==> src/rtl/watering_scheduler.sv <==
// watering_scheduler: pump sequencer with a 1 s prescaler, interval wait, pump on-time,
// a cooldown lockout and a manual req/ack request path.
module watering_scheduler #(
  parameter int CLK_HZ       = 50_000_000,
  parameter int UNIT_SEC     = 1,
  parameter int PUMP_SEC     = 2,
  parameter int COOLDOWN_SEC = 3,
  parameter int CNT_W        = 16
) (
  input  logic             CLOCK_50,
  input  logic             reset,
  input  logic             enable,
  input  logic [5:0]       interval_sel,
  input  logic             manual_req,
  output logic             manual_ack,
  output logic             pump_on,
  output logic [1:0]       state,
  output logic [CNT_W-1:0] secs_left
);
  localparam int PW = CLK_HZ > 1 ? $clog2(CLK_HZ) : 1;
  typedef enum logic [1:0] {IDLE = 2'b00, WAIT = 2'b01, PUMP = 2'b10, COOL = 2'b11} st_t;
  st_t state_q, state_d;
  logic [CNT_W-1:0] secs_q, secs_d;
  logic [PW-1:0] pre_q, pre_d;
  logic armed_q, armed_d, man_q, man_d, ack_q, ack_d, pump_q, pump_d;
  logic tick, auto_ok, accept, last;
  logic [5:0] sel_c;
  logic [CNT_W-1:0] load, exit_secs;
  st_t exit_st;
  assign tick      = pre_q == PW'(CLK_HZ - 1);
  assign auto_ok   = enable && interval_sel != 6'd0;
  assign sel_c     = interval_sel > 6'd24 ? 6'd24 : interval_sel;
  assign load      = CNT_W'(sel_c) * CNT_W'(UNIT_SEC);
  assign exit_st   = auto_ok ? WAIT : IDLE;
  assign exit_secs = auto_ok ? load : '0;
  assign accept    = manual_req && armed_q && (state_q == IDLE || state_q == WAIT);
  assign last      = tick && secs_q == CNT_W'(1);
  always_ff @(posedge CLOCK_50 or negedge reset) begin
    if (!reset) begin
      state_q <= IDLE;
      secs_q  <= '0;
      pre_q   <= '0;
      armed_q <= 1'b1;
      man_q   <= 1'b0;
      ack_q   <= 1'b0;
      pump_q  <= 1'b0;
    end else begin
      state_q <= state_d;
      secs_q  <= secs_d;
      pre_q   <= pre_d;
      armed_q <= armed_d;
      man_q   <= man_d;
      ack_q   <= ack_d;
      pump_q  <= pump_d;
    end
  end
  always_comb begin
    state_d = state_q;
    secs_d  = secs_q;
    man_d   = man_q;
    case (state_q)
      IDLE: begin
        if (accept) begin
          state_d = PUMP;
          secs_d  = CNT_W'(PUMP_SEC);
          man_d   = 1'b1;
        end else if (auto_ok) begin
          state_d = WAIT;
          secs_d  = load;
        end
      end
      WAIT: begin
        if (accept) begin
          state_d = PUMP;
          secs_d  = CNT_W'(PUMP_SEC);
          man_d   = 1'b1;
        end else if (!auto_ok) begin
          state_d = IDLE;
          secs_d  = '0;
        end else if (last) begin
          state_d = PUMP;
          secs_d  = CNT_W'(PUMP_SEC);
          man_d   = 1'b0;
        end else if (tick) begin
          secs_d = secs_q - CNT_W'(1);
        end
      end
      PUMP: begin
        // an auto run aborts on enable drop; a manual run always completes
        if ((!enable && !man_q) || last) begin
          state_d = COOLDOWN_SEC > 0 ? COOL : exit_st;
          secs_d  = COOLDOWN_SEC > 0 ? CNT_W'(COOLDOWN_SEC) : exit_secs;
        end else if (tick) begin
          secs_d = secs_q - CNT_W'(1);
        end
      end
      default: begin
        if (last) begin
          state_d = exit_st;
          secs_d  = exit_secs;
        end else if (tick) begin
          secs_d = secs_q - CNT_W'(1);
        end
      end
    endcase
  end
  always_comb begin
    pre_d   = (state_d != state_q || tick) ? '0 : pre_q + PW'(1);
    armed_d = accept ? 1'b0 : (!manual_req || armed_q);
    ack_d   = accept;
    pump_d  = state_d == PUMP;
  end
  assign manual_ack = ack_q;
  assign pump_on    = pump_q;
  assign state      = state_q;
  assign secs_left  = secs_q;
endmodule

==> config.mk <==
export PLATFORM = sky130hd
export DESIGN_NAME = watering_scheduler
export DESIGN_NICKNAME = d
export VERILOG_FILES = /design/src/rtl/watering_scheduler.sv
export SDC_FILE = /design/constraint.sdc
export NUM_CORES = 1
export LEC_CHECK = 0
export CORE_UTILIZATION = 51
export CTS_CLUSTER_DIAMETER = 50
export DETAILED_ROUTE_END_ITERATION = 10
export HOLD_SLACK_MARGIN = 0.06
export PLACE_DENSITY = 0.76
export SYNTH_ARGS = -nofsm -noshare
export SYNTH_HDL_FRONTEND = slang
export SYNTH_SLANG_ARGS = --single-unit
==> constraint.sdc <==
create_clock -name CLOCK_50 -period 2.2 [get_ports CLOCK_50]
set_clock_uncertainty 0.2 [all_clocks]
set_input_delay 0.22 -clock CLOCK_50 [delete_from_list [all_inputs] [get_ports CLOCK_50]]
set_output_delay 0.22 -clock CLOCK_50 [all_outputs]
set_load 0.01 [all_outputs]
== Yosys cells after proc, flatten, opt, wreduce, memory -nomap -nowiden ==
Cells that the tools add are included.

* Multiply operators: 0
* Reduce and logical (&&, ||, !) cells: 16
* Divide/modulo/power cells: 0
* Mux-type cells: 27
* $lt $le $gt $ge: 1
* Equality and inequality tests: 10
* Shift-type cells: 0
* Add/sub/neg operators: 2
* Bitwise operators: 0

{| class="wikitable"
|+ Operators by type and width
! cell !! number
|-
| 2-to-1 mux 16 bit || 8
|-
| case mux 16 bit (3 select lines) || 1
|-
| adder 26 x 1 -> 26 bit (second input constant) || 1
|-
| == test 26 bit (second input constant) || 1
|-
| 2-to-1 mux 26 bit || 1
|-
| == test 16 x 1 -> 1 bit (second input constant) || 1
|-
| subtractor 16 x 1 -> 16 bit (second input constant) || 1
|-
| 2-to-1 mux 2 bit || 7
|-
| 2-to-1 mux 6 bit || 2
|-
| != test 3 bit (second input constant) || 3
|-
| > comparator 6 x 5 -> 1 bit (second input constant) || 1
|-
| 2-to-1 mux 1 bit || 6
|-
| case mux 2 bit (3 select lines) || 1
|-
| nonzero test 6 bit || 1
|-
| logical AND 1 bit || 5
|-
| == test 2 bit (second input constant) || 2
|-
| logical OR 1 bit || 4
|-
| AND reduction 4 bit || 1
|-
| logical NOT 1 bit || 3
|-
| == test 2 x 1 -> 1 bit (second input constant) || 1
|-
| logical NOT 2 bit || 1
|-
| != test 2 bit || 1
|-
| != test 2 bit (second input constant) || 1
|-
| case mux 1 bit (2 select lines) || 1
|-
| nonzero test 2 bit || 1
|}

* Input bits: 10
* Memory bits (writable): 0
* Memories kept: 0
* Flip-flop bits (word level): 48
* Output and inout port bits: 20
* Bits in latches: 0
* ROM bits: 0
* Word-level logic and storage cells: 63

== Longest topological paths before layout ==
* Word-level depth: 9
* Mapped depth: 9
* Depth with buffers taken out: 8

== Worst setup path after synthesis ==
OpenSTA, ideal clock, no wires.

* Kind: flip-flop to flip-flop
* Start: register pre_q[0]
* End: register secs_q[0] (netlist: secs_left[0])
* Data arrival time: 1945 ps
* Required time: 1874 ps
* Cell stages (with the launch flop): 8
* Path slack: -71 ps
* Path buffers: 0
* Library setup time: 126 ps
* Period minus slack after synthesis: 2271 ps
* Path through: dfrtp_1 > ha_1 > and4_1 > nand4_2 > nor2_1 > a21oi_1 > a221o_1 > a221o_1

* Word-level cells in the longest chain between the ends: 6
* Elaborated cells between the ends (all ways): 10
* Classes of those cells: eq/ne (1); mux (7); reduce/logical (2)

{| class="wikitable"
|+ Ends and longest elaborated chain
! item !! line !! text
|-
| start: declaration || 24 || <nowiki>logic [PW-1:0] pre_q, pre_d;</nowiki>
|-
| start signal: assignment || 50 || <nowiki>pre_q <= pre_d;</nowiki>
|-
| == test 26 bit (*) || 30 || <nowiki>assign tick = pre_q == PW'(CLK_HZ - 1);</nowiki>
|-
| 2-to-1 mux 16 bit or logical AND 1 bit (tied branches) || - ||
|-
| 2-to-1 mux 16 bit || 80 || <nowiki>end else if (last) begin</nowiki>
|-
| 2-to-1 mux 16 bit || 77 || <nowiki>end else if (!auto_ok) begin</nowiki>
|-
| 2-to-1 mux 16 bit || 73 || <nowiki>if (accept) begin</nowiki>
|-
| case mux 16 bit (3 select lines) (*) || 61 || <nowiki>case (state_q)</nowiki>
|-
| end signal: assignment || 49 || <nowiki>secs_q <= secs_d;</nowiki>
|-
| end: declaration || 23 || <nowiki>logic [CNT_W-1:0] secs_q, secs_d;</nowiki>
|}

Every way passes the cells marked *; elsewhere a longest branch is shown, timed or not.
A chain may end at the register's enable or synchronous reset.

== Worst setup path after layout ==
* Start: register pre_q[8]
* End: register secs_q[2] (netlist: secs_left[2])

Same word-level chain as after synthesis.

==> flow_metrics.py <==
metrics = {
    "setup_path": {
        "required_ns": 2.17,
        "r2r_start": "pre_q[8]$_DFF_PN0_",
        "crit_start": "pre_q[8]$_DFF_PN0_",
        "path_class": "flop to flop",
        "startpoint_type": "flop",
        "arrival_ns": 2.30,
        "reg2reg_depth": 8,
        "r2r_setup_slack_ns": -0.13,
        "r2r_end": "secs_left[2]$_DFFE_PN0P_",
        "cp-end-kind": "flop",
        "path_max_fanout": 4,
    },
    "synth": {
        "synthMuxAreaShare_pct": 0.352,
        "synth_flop_cell": "dfrtp_1",
        "ys_ff_latch": 48,
        "ys_types": 60,
        "synth.area.top_cells": "dfrtp_1 (41%), nor2_1 (7.3%), xor2_1 (7.1%)",
        "synth_xor_area_share_pct": 9.86,
        "synth.top_cell.area_share_pct": 41.4,
        "synth_most_common_cell": "nor2_1",
        "synth_compound_area_share_pct": 13.8,
        "synth_nets": 316,
        "syn_inst": 303,
        "ys_top_cells_by_count": "nor2_1 (55), dfrtp_1 (47), nand2_1 (26)",
        "syn_avg_cell_area_um2": 9.38,
        "syn_area_um2": 2840,
        "ys_warn_count": 0,
        "yosysSeqAreaShare_pct": 42.3,
        "synth_simple_gate_area_share_pct": 28.1,
        "synth_top_family_by_area": "simple AND/OR/NAND/NOR gates",
        "synth_edf_count": 0,
        "synthArstFlopShare_pct": 100,
        "synth_top_area_cell": "dfrtp_1",
        "synth_adder_area_share_pct": 1.32,
    },
    "floorplan": {
        "die_h_um": 76.6,
        "dieArea_um2": 5870,
        "coreArea_um2": 5240,
        "ios": 30,
        "start_util_pct": 54.3,
        "die_x_um": 76.6,
        "std_cell_rows": 26,
    },
    "sta": {
        "timing.final.ws_setup_ns": -0.132,
        "slew_viol_final": 0,
        "rsz0062_at_grt": "yes",
        "max_clock_freq_mhz": 429,
        "fin_setup_tns_ns": -0.885,
        "setup_viol": 16,
        "slew-limit-headroom_pct": 58.6,
        "fin_hold_ws_ns": 0.249,
        "period_needed_ns": 2.33,
        "period_share_pct": 106,
        "hold_viol_final": 0,
        "worst_pin_slew_ns": 0.621,
    },
    "clock_tree": {
        "cts-root-buf": "clkbuf_8",
        "htreeDepth": 2,
        "clock-sinks": 48,
        "path_clk_slew_ns": 0.10,
        "clock_path_buffers": 2,
        "clock_latency_ns": 0.31,
        "cts_tree": "done",
        "cts_buffers": 5,
    },
    "drt": {
        "vias": 2892,
        "wl_per_cell_um": 17.5,
        "first_pass_iters": 5,
        "drc": 0,
        "viasPerCell": 5.85,
        "ant_nets": 0,
        "drt_iter0_drc": 224,
        "wirelength_mm": 8.63,
    },
    "power": {
        "powerDensity_nw_per_um2": 604,
        "p_leak_nw": 1.90,
        "vdd.ir_drop.worst_v": 0.000408,
    },
    "global_routing": {
        "grt_max_degree": 49,
        "grt_pass1_wl_mm": 12.7,
        "grt_pass1_vias": 2811,
        "grt.total_usage_pct": 27.2,
        "grt_antenna_before_repair": 0,
        "grt-ovfl-total": 0,
    },
    "cells_and_area": {
        "final_nets": 436,
        "finish.instance_area_um2": 4150,
        "drive_gt1_share_pct": 34.0,
        "area_growth_pct": 46.0,
        "fin_util_pct": 79.2,
        "n_antenna_cell": 0,
    },
    "hold_path": {
        "min_from": "interval_sel[2]",
        "holdPathEnd": "secs_left[2]$_DFFE_PN0P_",
        "worstHoldPathType": "input port to flop",
        "hold_depth": 4,
    },
    "place": {
        "place_area_um2": 3690,
        "portBuffers": 29,
        "dp_slack_ns": -0.379,
        "dp_hpwl_mm": 5.07,
        "routabilityCongestion": 0.862,
    },
    "run_status": {
        "outcome": "complete, but fails checks",
        "failed_checks": "setup timing",
    },
    "flow_run": {
        "max_cap_violations": 0,
    },
}
==> cells by family after synthesis <==
family	after synthesis
DFF	48
buffers and inverters	15
xor gates and xnor gates	32
adders and majority gates	3
and+or+nand+nor	152
AOI/OAI and AO/OA	52
muxes	1
==> layer usage <==
layer	track usage, %	vias up	part of all wire, %
li1	-	1340	-
met1	31.6	1401	39
met2	49.2	113	52
met3	5.87	38	5.1
met4	9.23	0	4.1
met5	0	-	0
==> timing repair <==
action                     4_1_cts  5_1_grt
buffers inserted                 7        8
resized for setup               15       31
setup endpoints to repair       41       46
hold buffers                     1        0
pin swaps                       10       26
hold endpoints to repair        47        0
gates cloned                     0        2
==> worst max-delay path by stage <==
| stage | endpoint | slack [ns] |
|---|---|---|
| global placement | secs_left[11]$_DFFE_PN0P_ | -0.31 |
| floorplan | secs_left[14]$_DFFE_PN0P_ | 0.003 |
| finish | secs_left[2]$_DFFE_PN0P_ | -0.13 |
| detailed placement | secs_left[11]$_DFFE_PN0P_ | -0.38 |
| global route | secs_left[14]$_DFFE_PN0P_ | -0.19 |
| CTS | pre_q[8]$_DFF_PN0_ | -0.02 |
==> report_power, final <==
group	switching, W	internal [W]	total (W)
Combinational	0.000422	0.000388	0.000810
Sequential	0.0000568	0.000973	0.00103
Clock	0.000321	0.000343	0.000664
Total	0.000800	0.00170	0.00250
==> flip-flops by register name, summed over array words and instances (netlist names) <==
register and flops:
state 2, armed_q 1, secs_left 16, pump_on 1
manual_ack 1, pre_q 26, man_q 1
==> worst max-delay path, stage by stage (launching register included) <==
cell and delay [ns]:
dfrtp_1 0.40, nor4_2 0.34, nand4_1 0.22, buf_4 0.21
nor2_4 0.14, buf_4 0.15, o21ai_0 0.16, a22oi_2 0.23
o221ai_1 0.14
==> placed cells by master (no fill, tap or decap), types with 3 or more instances in the layout <==
| cell | count |
|---|---|
| dfrtp_1 | 47 |
| o21ai_0 | 6 |
| nor2_1 | 53 |
| a21oi_1 | 6 |
| clkdlybuf4s50_1 | 25 |
| buf_6 | 6 |
| nand3b_1 | 3 |
| xor2_1 | 23 |
| buf_4 | 85 |
| inv_1 | 5 |
| clkbuf_8 | 5 |
| nor3_1 | 5 |
| nand2_2 | 3 |
| a21oi_2 | 4 |
| nand4_1 | 14 |
| nand2_1 | 23 |
| a31oi_1 | 6 |
| and4_1 | 5 |
| nand3_1 | 15 |
| nor3b_1 | 3 |
| xnor2_1 | 9 |
==> through the flow <==
| step | cells | total power, W |
|---|---|---|
| floorplan | 303 | 0.00141 |
| global placement | 468 | 0.00174 |
| detailed placement | 468 | 0.00176 |
| CTS | 484 | 0.00244 |
| global route | 494 | 0.00262 |
| finish | 494 | 0.00250 |
==> final cells by class <==
| class | instances | area [µm²] |
|---|---|---|
| Inverter | 5 | 18.8 |
| Fill cell | 316 | 1090 |
| Clock buffer | 5 | 68.8 |
| Timing Repair Buffer | 121 | 1000 |
| Tap cell | 70 | 87.6 |
| Sequential cell | 48 | 1200 |
| Multi-Input combinational cell | 242 | 1720 |
| Clock inverter | 3 | 47.5 |
No activity file was read; power rests on OpenSTA's default activity.
